$ cat src/rtl/smart_cargo_pkg.sv
// Shared constants, types and frame-building helpers for the cargo-elevator status
// transmitter.
package smart_cargo_pkg;

   localparam int         FRAME_LEN     = 4;
   localparam logic [7:0] FRAME_HDR_DEF = 8'h53;

   // Frame-FSM encodings; these values appear directly on db_estado.
   localparam logic [2:0] ST_OCIOSO  = 3'd0;
   localparam logic [2:0] ST_CARREGA = 3'd1;
   localparam logic [2:0] ST_ESPERA  = 3'd2;
   localparam logic [2:0] ST_FIM     = 3'd3;

   typedef logic [FRAME_LEN-1:0][7:0] frame_t;

   typedef struct packed {
      logic       emergencia;
      logic       motorSubindo;
      logic       motorDescendo;
      logic [1:0] proxParada;
      logic [1:0] andarAtual;
      logic [3:0] estado_mov;
   } status_t;

   function automatic logic [7:0] frame_checksum(input logic [7:0] b0,
                                                 input logic [7:0] b1,
                                                 input logic [7:0] b2);
      return b0 ^ b1 ^ b2;
   endfunction

   function automatic frame_t build_frame(input logic [7:0] hdr, input status_t s);
      logic [7:0] b1;
      logic [7:0] b2;
      b1 = {s.emergencia, s.motorSubindo, s.motorDescendo, 1'b0, s.proxParada, s.andarAtual};
      b2 = {4'h0, s.estado_mov};
      return {frame_checksum(hdr, b1, b2), b2, b1, hdr};
   endfunction

endpackage

$ cat src/rtl/smart_cargo_tx_status_if.sv
// Status-request and serial-output signal bundle between the elevator datapath and
// the status transmitter.
interface smart_cargo_tx_status_if;
   // enviar is a level request sampled every clock; ocupado covers the whole span from
   // acceptance to the final frame, pronto pulses once per completed frame, and a
   // request seen while ocupado=1 is merged into a single queued frame.
   logic       enviar;
   logic [1:0] andarAtual;
   logic [1:0] proxParada;
   logic       motorSubindo;
   logic       motorDescendo;
   logic       emergencia;
   logic [3:0] estado_mov;
   logic       TX;
   logic       ocupado;
   logic       pronto;
   logic [2:0] db_estado;

   modport master (
      output enviar, andarAtual, proxParada, motorSubindo, motorDescendo, emergencia,
             estado_mov,
      input  TX, ocupado, pronto, db_estado
   );

   modport slave (
      input  enviar, andarAtual, proxParada, motorSubindo, motorDescendo, emergencia,
             estado_mov,
      output TX, ocupado, pronto, db_estado
   );
endinterface

$ cat src/rtl/smart_cargo_tx_status_uart_tx_byte.sv
// Single-byte UART 8N1 serialiser: start bit, 8 data bits LSB first, stop bit.
// Reusable by any TX path that feeds it bytes with a partida strobe.
module uart_tx_byte #(
   parameter int CLKS_PER_BIT = 434
) (
   input  logic       clock,
   input  logic       reset,
   input  logic       partida,
   input  logic [7:0] dado,
   output logic       saida_serial,
   output logic       pronto_byte
);

   localparam int             BW       = (CLKS_PER_BIT > 1) ? $clog2(CLKS_PER_BIT) : 1;
   localparam logic [BW-1:0]  BAUD_MAX = BW'(CLKS_PER_BIT - 1);

   localparam logic [1:0] IDLE  = 2'd0;
   localparam logic [1:0] START = 2'd1;
   localparam logic [1:0] DATA  = 2'd2;
   localparam logic [1:0] STOP  = 2'd3;

   logic [1:0]    st_q, st_d;
   logic [BW-1:0] baud_q, baud_d;
   logic [3:0]    bit_q, bit_d;
   logic [7:0]    shift_q, shift_d;
   logic          saida_q, saida_d;
   logic          bit_end;

   // The baud counter restarts at every bit boundary, so bit widths never accumulate drift.
   assign bit_end = (baud_q == BAUD_MAX);

   always_comb begin
      st_d    = st_q;
      baud_d  = baud_q;
      bit_d   = bit_q;
      shift_d = shift_q;
      saida_d = saida_q;
      case (st_q)
         IDLE: begin
            if (partida) begin
               shift_d = dado;
               saida_d = 1'b0;
               baud_d  = '0;
               st_d    = START;
            end
         end
         START: begin
            if (bit_end) begin
               baud_d  = '0;
               saida_d = shift_q[0];
               shift_d = {1'b0, shift_q[7:1]};
               bit_d   = 4'd0;
               st_d    = DATA;
            end else begin
               baud_d = baud_q + BW'(1);
            end
         end
         DATA: begin
            if (bit_end) begin
               baud_d = '0;
               if (bit_q == 4'd7) begin
                  saida_d = 1'b1;
                  st_d    = STOP;
               end else begin
                  saida_d = shift_q[0];
                  shift_d = {1'b0, shift_q[7:1]};
                  bit_d   = bit_q + 4'd1;
               end
            end else begin
               baud_d = baud_q + BW'(1);
            end
         end
         STOP: begin
            if (bit_end) begin
               baud_d = '0;
               st_d   = IDLE;
            end else begin
               baud_d = baud_q + BW'(1);
            end
         end
         default: st_d = IDLE;
      endcase
   end

   always_ff @(posedge clock or negedge reset) begin
      if (!reset) begin
         st_q    <= IDLE;
         baud_q  <= '0;
         bit_q   <= 4'd0;
         shift_q <= 8'h00;
         saida_q <= 1'b1;
      end else begin
         st_q    <= st_d;
         baud_q  <= baud_d;
         bit_q   <= bit_d;
         shift_q <= shift_d;
         saida_q <= saida_d;
      end
   end

   assign saida_serial = saida_q;
   assign pronto_byte  = (st_q == STOP) && bit_end;

endmodule

$ cat src/rtl/smart_cargo_tx_status.sv
// Cargo-elevator status transmitter: snapshots floor/stop/motor/emergency/motion state
// on request and sends a 4-byte checksummed frame over the UART line.
module smart_cargo_tx_status
   import smart_cargo_pkg::*;
#(
   parameter int         CLKS_PER_BIT = 434,
   parameter logic [7:0] FRAME_HDR    = FRAME_HDR_DEF
) (
   input  logic                    clock,
   input  logic                    reset,
   smart_cargo_tx_status_if.slave  bus
);

   logic [2:0] st_q, st_d;
   logic [1:0] idx_q, idx_d;
   frame_t     frame_q, frame_d;
   logic       pendente_q, pendente_d;
   logic       enviar_q;
   status_t    snap_s;
   frame_t     snap;
   logic       partida;
   logic       pronto_byte;
   logic       saida;

   assign snap_s = {bus.emergencia, bus.motorSubindo, bus.motorDescendo,
                    bus.proxParada, bus.andarAtual, bus.estado_mov};
   assign snap   = build_frame(FRAME_HDR, snap_s);

   // The registered request is what puts the start bit two edges after enviar is sampled.
   always_comb begin
      st_d       = st_q;
      idx_d      = idx_q;
      frame_d    = frame_q;
      pendente_d = pendente_q;
      case (st_q)
         ST_OCIOSO: begin
            if (enviar_q) begin
               frame_d = snap;
               idx_d   = 2'd0;
               st_d    = ST_CARREGA;
            end
         end
         ST_CARREGA: begin
            if (enviar_q) pendente_d = 1'b1;
            st_d = ST_ESPERA;
         end
         ST_ESPERA: begin
            if (enviar_q) pendente_d = 1'b1;
            if (pronto_byte) begin
               if (idx_q != 2'(FRAME_LEN - 1)) begin
                  idx_d = idx_q + 2'd1;
                  st_d  = ST_CARREGA;
               end else begin
                  st_d = ST_FIM;
               end
            end
         end
         ST_FIM: begin
            if (pendente_q || enviar_q) begin
               pendente_d = 1'b0;
               frame_d    = snap;
               idx_d      = 2'd0;
               st_d       = ST_CARREGA;
            end else begin
               st_d = ST_OCIOSO;
            end
         end
         default: st_d = ST_OCIOSO;
      endcase
   end

   always_ff @(posedge clock or negedge reset) begin
      if (!reset) begin
         st_q       <= ST_OCIOSO;
         idx_q      <= 2'd0;
         frame_q    <= '0;
         pendente_q <= 1'b0;
         enviar_q   <= 1'b0;
      end else begin
         st_q       <= st_d;
         idx_q      <= idx_d;
         frame_q    <= frame_d;
         pendente_q <= pendente_d;
         enviar_q   <= bus.enviar;
      end
   end

   assign partida = (st_q == ST_CARREGA);

   uart_tx_byte #(
      .CLKS_PER_BIT (CLKS_PER_BIT)
   ) u_tx_byte (
      .clock        (clock),
      .reset        (reset),
      .partida      (partida),
      .dado         (frame_q[idx_q]),
      .saida_serial (saida),
      .pronto_byte  (pronto_byte)
   );

   assign bus.TX        = saida;
   assign bus.pronto    = (st_q == ST_FIM);
   assign bus.ocupado   = enviar_q || (st_q == ST_CARREGA) || (st_q == ST_ESPERA) ||
                          ((st_q == ST_FIM) && pendente_q);
   assign bus.db_estado = st_q;

endmodule

$ cat src/flat_wrapper.sv
// flat-port wrapper written by rule: the top's interface ports become plain ports
module smart_cargo_tx_status_flat import smart_cargo_pkg::*;
#(
   parameter int         CLKS_PER_BIT = 434,
   parameter logic [7:0] FRAME_HDR    = FRAME_HDR_DEF
)
  (clock, reset, bus_enviar, bus_andarAtual, bus_proxParada, bus_motorSubindo, bus_motorDescendo, bus_emergencia, bus_estado_mov, bus_TX, bus_ocupado, bus_pronto, bus_db_estado);
  smart_cargo_tx_status_if bus_i ();
  input  logic clock;
  input  logic reset;
  input wire logic [$bits(bus_i.enviar)-1:0] bus_enviar;
  input wire logic [$bits(bus_i.andarAtual)-1:0] bus_andarAtual;
  input wire logic [$bits(bus_i.proxParada)-1:0] bus_proxParada;
  input wire logic [$bits(bus_i.motorSubindo)-1:0] bus_motorSubindo;
  input wire logic [$bits(bus_i.motorDescendo)-1:0] bus_motorDescendo;
  input wire logic [$bits(bus_i.emergencia)-1:0] bus_emergencia;
  input wire logic [$bits(bus_i.estado_mov)-1:0] bus_estado_mov;
  output wire logic [$bits(bus_i.TX)-1:0] bus_TX;
  output wire logic [$bits(bus_i.ocupado)-1:0] bus_ocupado;
  output wire logic [$bits(bus_i.pronto)-1:0] bus_pronto;
  output wire logic [$bits(bus_i.db_estado)-1:0] bus_db_estado;
  assign bus_i.enviar = bus_enviar;
  assign bus_i.andarAtual = bus_andarAtual;
  assign bus_i.proxParada = bus_proxParada;
  assign bus_i.motorSubindo = bus_motorSubindo;
  assign bus_i.motorDescendo = bus_motorDescendo;
  assign bus_i.emergencia = bus_emergencia;
  assign bus_i.estado_mov = bus_estado_mov;
  assign bus_TX = bus_i.TX;
  assign bus_ocupado = bus_i.ocupado;
  assign bus_pronto = bus_i.pronto;
  assign bus_db_estado = bus_i.db_estado;
  smart_cargo_tx_status #(.CLKS_PER_BIT(CLKS_PER_BIT), .FRAME_HDR(FRAME_HDR)) u_core (.clock(clock), .reset(reset), .bus(bus_i));
endmodule
$ cat config.mk
export PLATFORM = sky130hd
export DESIGN_NAME = smart_cargo_tx_status_flat
export DESIGN_NICKNAME = d
export VERILOG_FILES = /design/src/rtl/smart_cargo_pkg.sv /design/src/rtl/smart_cargo_tx_status_if.sv /design/src/rtl/smart_cargo_tx_status_uart_tx_byte.sv /design/src/rtl/smart_cargo_tx_status.sv /design/src/flat_wrapper.sv
export SDC_FILE = /design/constraint.sdc
export NUM_CORES = 1
export LEC_CHECK = 0
export BUFFER_PORTS_ARGS = -buffer_cell sky130_fd_sc_hd__buf_2
export CORE_MARGIN = 1
export CORE_UTILIZATION = 30
export CTS_BUF_LIST = sky130_fd_sc_hd__clkbuf_8 sky130_fd_sc_hd__clkbuf_16
export DETAILED_ROUTE_END_ITERATION = 10
export SYNTH_ARGS = -nofsm -noshare
export SYNTH_HDL_FRONTEND = slang
export SYNTH_SLANG_ARGS = --single-unit
$ cat constraint.sdc
create_clock -name clock -period 3.29 [get_ports clock]
set_input_delay 0.1645 -clock clock [delete_from_list [all_inputs] [get_ports clock]]
set_output_delay 0.1645 -clock clock [all_outputs]
set_load 0.01 [all_outputs]
## Word-level counts from Yosys, hierarchy flattened

Index checks and enable logic that the tools add are counted.
W data, S select, Z words.

| storage, ports and cells | value |
|---|---|
| register bits | 63 |
| input bits | 14 |
| output and inout port bits | 6 |
| logic and storage cells | 103 |

| cells by class | value |
|---|---|
| add/subtract/negate cells | 3 |
| order comparisons | 1 |
| equal/unequal tests | 20 |
| multiplexer cells | 41 |
| bitwise operators | 2 |
| reductions and logical operators | 23 |

Operators with widths:

| operator | number |
|---|---|
| $mux W32 | 2 |
| $pmux W32 S2 | 1 |
| $mux W8 | 5 |
| $pmux W8 S3 | 1 |
| $mux W2 | 10 |
| $mux W9 | 2 |
| $pmux W9 S2 | 1 |
| $bmux W8 S2 | 1 |
| $reduce_and A5 Y1 | 3 |
| $mux W4 | 3 |
| $ne A2 B1 Y1 const B | 6 |
| $ne A2 B2 Y1 const B | 6 |
| $pmux W3 S4 | 1 |
| $add A9 B1 Y9 const B | 1 |
| $eq A9 B9 Y1 const B | 1 |
| $pmux W2 S4 | 1 |
| $pmux W4 S2 | 1 |
| $reduce_and A4 Y1 | 2 |
| $xor A8 B4 Y8 | 1 |
| $mux W1 | 7 |
| $eq A3 B2 Y1 const B | 2 |
| $mux W3 | 2 |
| $pmux W2 S3 | 1 |
| $reduce_and A3 Y1 | 2 |
| other kinds (19) | 27 |

## Logic depth before layout (Yosys ltp)

| depth | value |
|---|---|
| depth after elaboration | 4 |
| mapped depth | 8 |
| gate-level depth less buffers | 6 |

## Modules after synthesis

From an unflattened synthesis, not the netlist that was laid out.

| second synthesis, totals | value |
|---|---|
| cell total of the unflattened synthesis | 253 |
| area, all modules | 2760.1 µm² |

Modules (own cells, without submodules):

| module | instances | cells an instance | area each (µm²) | seq. area each (µm²) |
|---|---|---|---|---|
| uart_tx_byte | 1 | 152 | 1497.7 | 601.8 |
| smart_cargo_tx_status | 1 | 101 | 1262.5 | 575.6 |

## Worst setup path before layout

No wires, ideal clock.

| timing | value |
|---|---|
| kind | reg-to-reg |
| from | reg u_core.u_tx_byte.st_q[0] |
| to | reg u_core.u_tx_byte.shift_q[0] |
| setup time | 125 ps |
| arrival | 1739 ps |
| required time | 3165 ps |
| path slack | 1426 ps |
| cell stages (with the launch flop) | 9 |
| buffers on the path | 2 |
| period minus slack after synthesis | 1864 ps |
| cell sequence | dfrtp_1 -> inv_1 -> ha_1 -> nor2b_1 -> clkbuf_1 -> nor2_1 -> a32o_1 -> buf_6 -> mux2_2 |

| between the ends | value |
|---|---|
| longest elaborated chain between the ends | 3 |
| elaborated cells between the ends (all ways) | 10 |
| classes of those cells | eq/ne (6); mux (1); reduce/logical (3) |

Ends and longest elaborated chain:

| item | RTL line | text |
|---|---|---|
| start: declaration | smart_cargo_tx_status_uart_tx_byte.sv:22 | `logic [1:0] st_q, st_d;` |
| start signal: assignment | smart_cargo_tx_status_uart_tx_byte.sv:93 | `st_q <= st_d;` |
| $eq A2 B2 Y1, or another cell as far along | smart_cargo_tx_status_uart_tx_byte.sv:38 | `case (st_q)` |
| $ne A2 B2 Y1 (no source line), or another cell as far along | - |  |
| $reduce_and A5 Y1 (no source line) | - |  |
| end signal: assignment | smart_cargo_tx_status_uart_tx_byte.sv:96 | `shift_q <= shift_d;` |
| end: declaration | smart_cargo_tx_status_uart_tx_byte.sv:25 | `logic [7:0] shift_q, shift_d;` |

Several ways; a longest one is shown, not always the timed one.
A chain may end at the register's enable or synchronous reset.

## Worst setup path after layout

| timing | value |
|---|---|
| from | reg u_core.u_tx_byte.st_q[0] |
| to | reg u_core.u_tx_byte.shift_q[2] |

Same word-level chain as after synthesis.

==> metrics.txt <==
post-synthesis mux area share 0.120; count leader, synth dfrtp_1; Total GRT Usage 0.116; drt initial violations 166; CTS sink count 47; Async S/R FF share, synth 1.00; RSZ-0062 raised after global routing no; Setup Skew about 0.016 ns; ranking of synthesized cells by area dfrtp_1 (45%), mux2_2 (10%), ha_1 (6.8%); drt drc 0; element type at the critical path start flip-flop; Worst Hold Class in2async; number of flops mapped to enable cells by yosys 0; Die ar. 9000 um^2; Total Power about 2.5 mW; Max Freq between 400 and 500 MHz; Post-Route WL between 4 and 5 mm; die height roughly 95 um; Final Core Density 0.344; sequential fraction of the synthesis area 0.455; Initial Util 0.312; DIE WIDTH 94.9 um; Mapped Nets approximately 280; TritonCTS Buffers 5; Post-Synth Simple-Gate Area 0.130; Worst Max-Slew Pin Slew between 1 and 1.5 ns; number of H-tree levels 2; vias in the first global route between 1500 and 2000; Critical Path End Type flip-flop; crit-path max cell delay just over 0.4 ns; Main synth FF type dfrtp_1; clk slew on worst S/H paths about 0.1 ns; status finished clean; Bufs and invs on worst path 1; Std-Cell Rows 33; Core Area just over 8000 um^2; Post-Syn Area approximately 2600 um^2; final worst-path cycle share 0.660; CTS Buffer Depth 2; GRT Residual Overflow 0; Mapped Avg Cell Area ~10 um^2; antenna violations before repair 0; largest family of logic cells by synthesized area compound AO/OA/AOI/OAI gates; Adder-Cell Fraction of Synth Area 0.0677; clk root buf clkbuf_8; CP max FO 9; Placement Setup Slack roughly 1.1 ns; Ant. Diodes 0; via count 1862; FF+latch count, synth 47; worst-path cell chain inv_1 -> ha_1 -> nor2b_1 -> nor2_1 -> a32o_1 -> mux2_2; pin count of the biggest net entering global routing 48; Detailed Place HPWL 3.43 mm; IO buf count 18; Tmin final ~2.2 ns; Post-Syn Instances 247; first-pass GRT wire length between 8 and 9 mm; Post-CTS Setup Bufs 0; delay-heaviest family, CP simple AND/OR/NAND/NOR gates; most frequent cells after synthesis dfrtp_1 (46), mux2_2 (24), o21ai_0 (24), nand2_1 (18), ha_1 (14); share of cells above drive strength 1 0.215; post-synth top area share 0.445; Area Growth Syn to Fin 10.3%; design area about 2900 um^2; TritonCTS clock tree done; drt wl/cell ~13 um; vias per inst slightly above 5; TritonRoute pass-1 iters 4; Syn. warnings 0; Final GP Congestion 0.796; placed cell area around 2800 um^2; power per cell area between 800 and 900 nW/um^2; Slew Viols, Final 0; Req. time, crit path about 3.5 ns; leakage power total 1.23 nW; post-synthesis compound-gate area fraction 0.171; worst setup margin between 1 and 1.5 ns; clock latency on the worst-skew pair approximately 0.30 ns; Critical Path AT 2.35 ns; Peak VDD IR ~0.36 mV; Worst path slowest cell dfrtp_1; Yosys top cell by area dfrtp_1; IO Pins 20; Slew HR 0.314; Final setup viols 0; Antenna Nets Post-Route 0; WS Path Type reg2reg; Synth Area in XOR/XNOR 0.0169; fin nets approximately 300; post-route setup TNS 0 ns; Final Hold Fails 0; max-cap violations 0; distinct cell type count after synthesis 49
==> kinds of logic after synthesis <==
kind of cell	count (synthesis)
AOI/OAI and AO/OA	68
and+or+nand+nor	64
muxes	28
adders and majority gates	14
buffers and inverters	20
DFF	47
xor gates and xnor gates	5
other	1
==> worst paths after layout <==
path                                           from                          end  slack (ns)  cells past startpoint
max                        u_core.u_tx_byte.st_q[0]  u_core.u_tx_byte.shift_q[2]        1.12                      6
min                                           reset           u_core.frame_q[27]        0.03                      1
max reg2reg                u_core.u_tx_byte.st_q[0]  u_core.u_tx_byte.shift_q[2]        1.12                      6
min reg2reg                      u_core.frame_q[25]           u_core.frame_q[25]        0.48                      2
max in group asynchronous                     reset      u_core.bus.db_estado[0]        2.63                      1
min in group clock                 bus_motorSubindo           u_core.frame_q[30]        0.05                      2
==> layout make-up <==
cell class | count | area, um^2
flip-flops and latches | 47 | 1180
multi-input cells | 180 | 1320
well taps | 105 | 131
repair buffers | 19 | 100
fillers | 840 | 5450
clock buffers | 5 | 68.8
clock inverters | 3 | 16.3
inverters | 11 | 41.3
==> flip-flops by register name, summed over array words and instances (netlist names) <==
signal	count
u_core.bus.db_estado	2
u_core.enviar_q	1
u_core.frame_q	17
u_core.idx_q	2
u_core.pendente_q	1
u_core.u_tx_byte.baud_q	9
u_core.u_tx_byte.bit_q	4
u_core.u_tx_byte.saida_serial	1
u_core.u_tx_byte.shift_q	8
u_core.u_tx_byte.st_q	2
==> power by group <==
part	leakage [nW]	switching (mW)	internal, mW	total, mW
clock	0.0453	0.193	0.146	0.339
sequential	0.579	0.137	0.798	0.935
combinational	0.609	0.636	0.550	1.19
==> stage by stage <==
step | std cells | hold slack [ns]
2_1_floorplan | 247 | -0.131
3_3_place_gp | 361 | 0.273
3_5_place_dp | 361 | 0.274
4_1_cts | 370 | 0.0390
5_1_grt | 370 | 0.0580
6_report | 370 | 0.0325
==> per-layer routing <==
metal	GRT usage	wire length [um]	up-vias
li1	-	-	928
met1	0.155	2430	894
met2	0.183	2150	36
met3	0.0290	180	4
met4	0.0391	46	0
met5	0	0	-
==> cell usage in the layout, fill, tap and decap left out, drive strengths merged, types with 3 or more instances in the layout <==
cell type and n:
mux2i 4, dfrtp 46, o21ai 24, nor2b 6, a2bb2oi 4, buf 18
xnor2 3, clkbuf 5, and3 3, a22oi 4, a31oi 4, a21oi 11
nor2 9, mux2 24, o22ai 3, nor3 7, nand2 18, a22o 4
ha 14, nand3 6, inv 12
==> timing repair <==
action	in CTS	in global routing
endpoints found under the hold margin	1	0
hold buffers	1	0
gates resized for setup	0	0
Power figures use the tool's default switching activity.
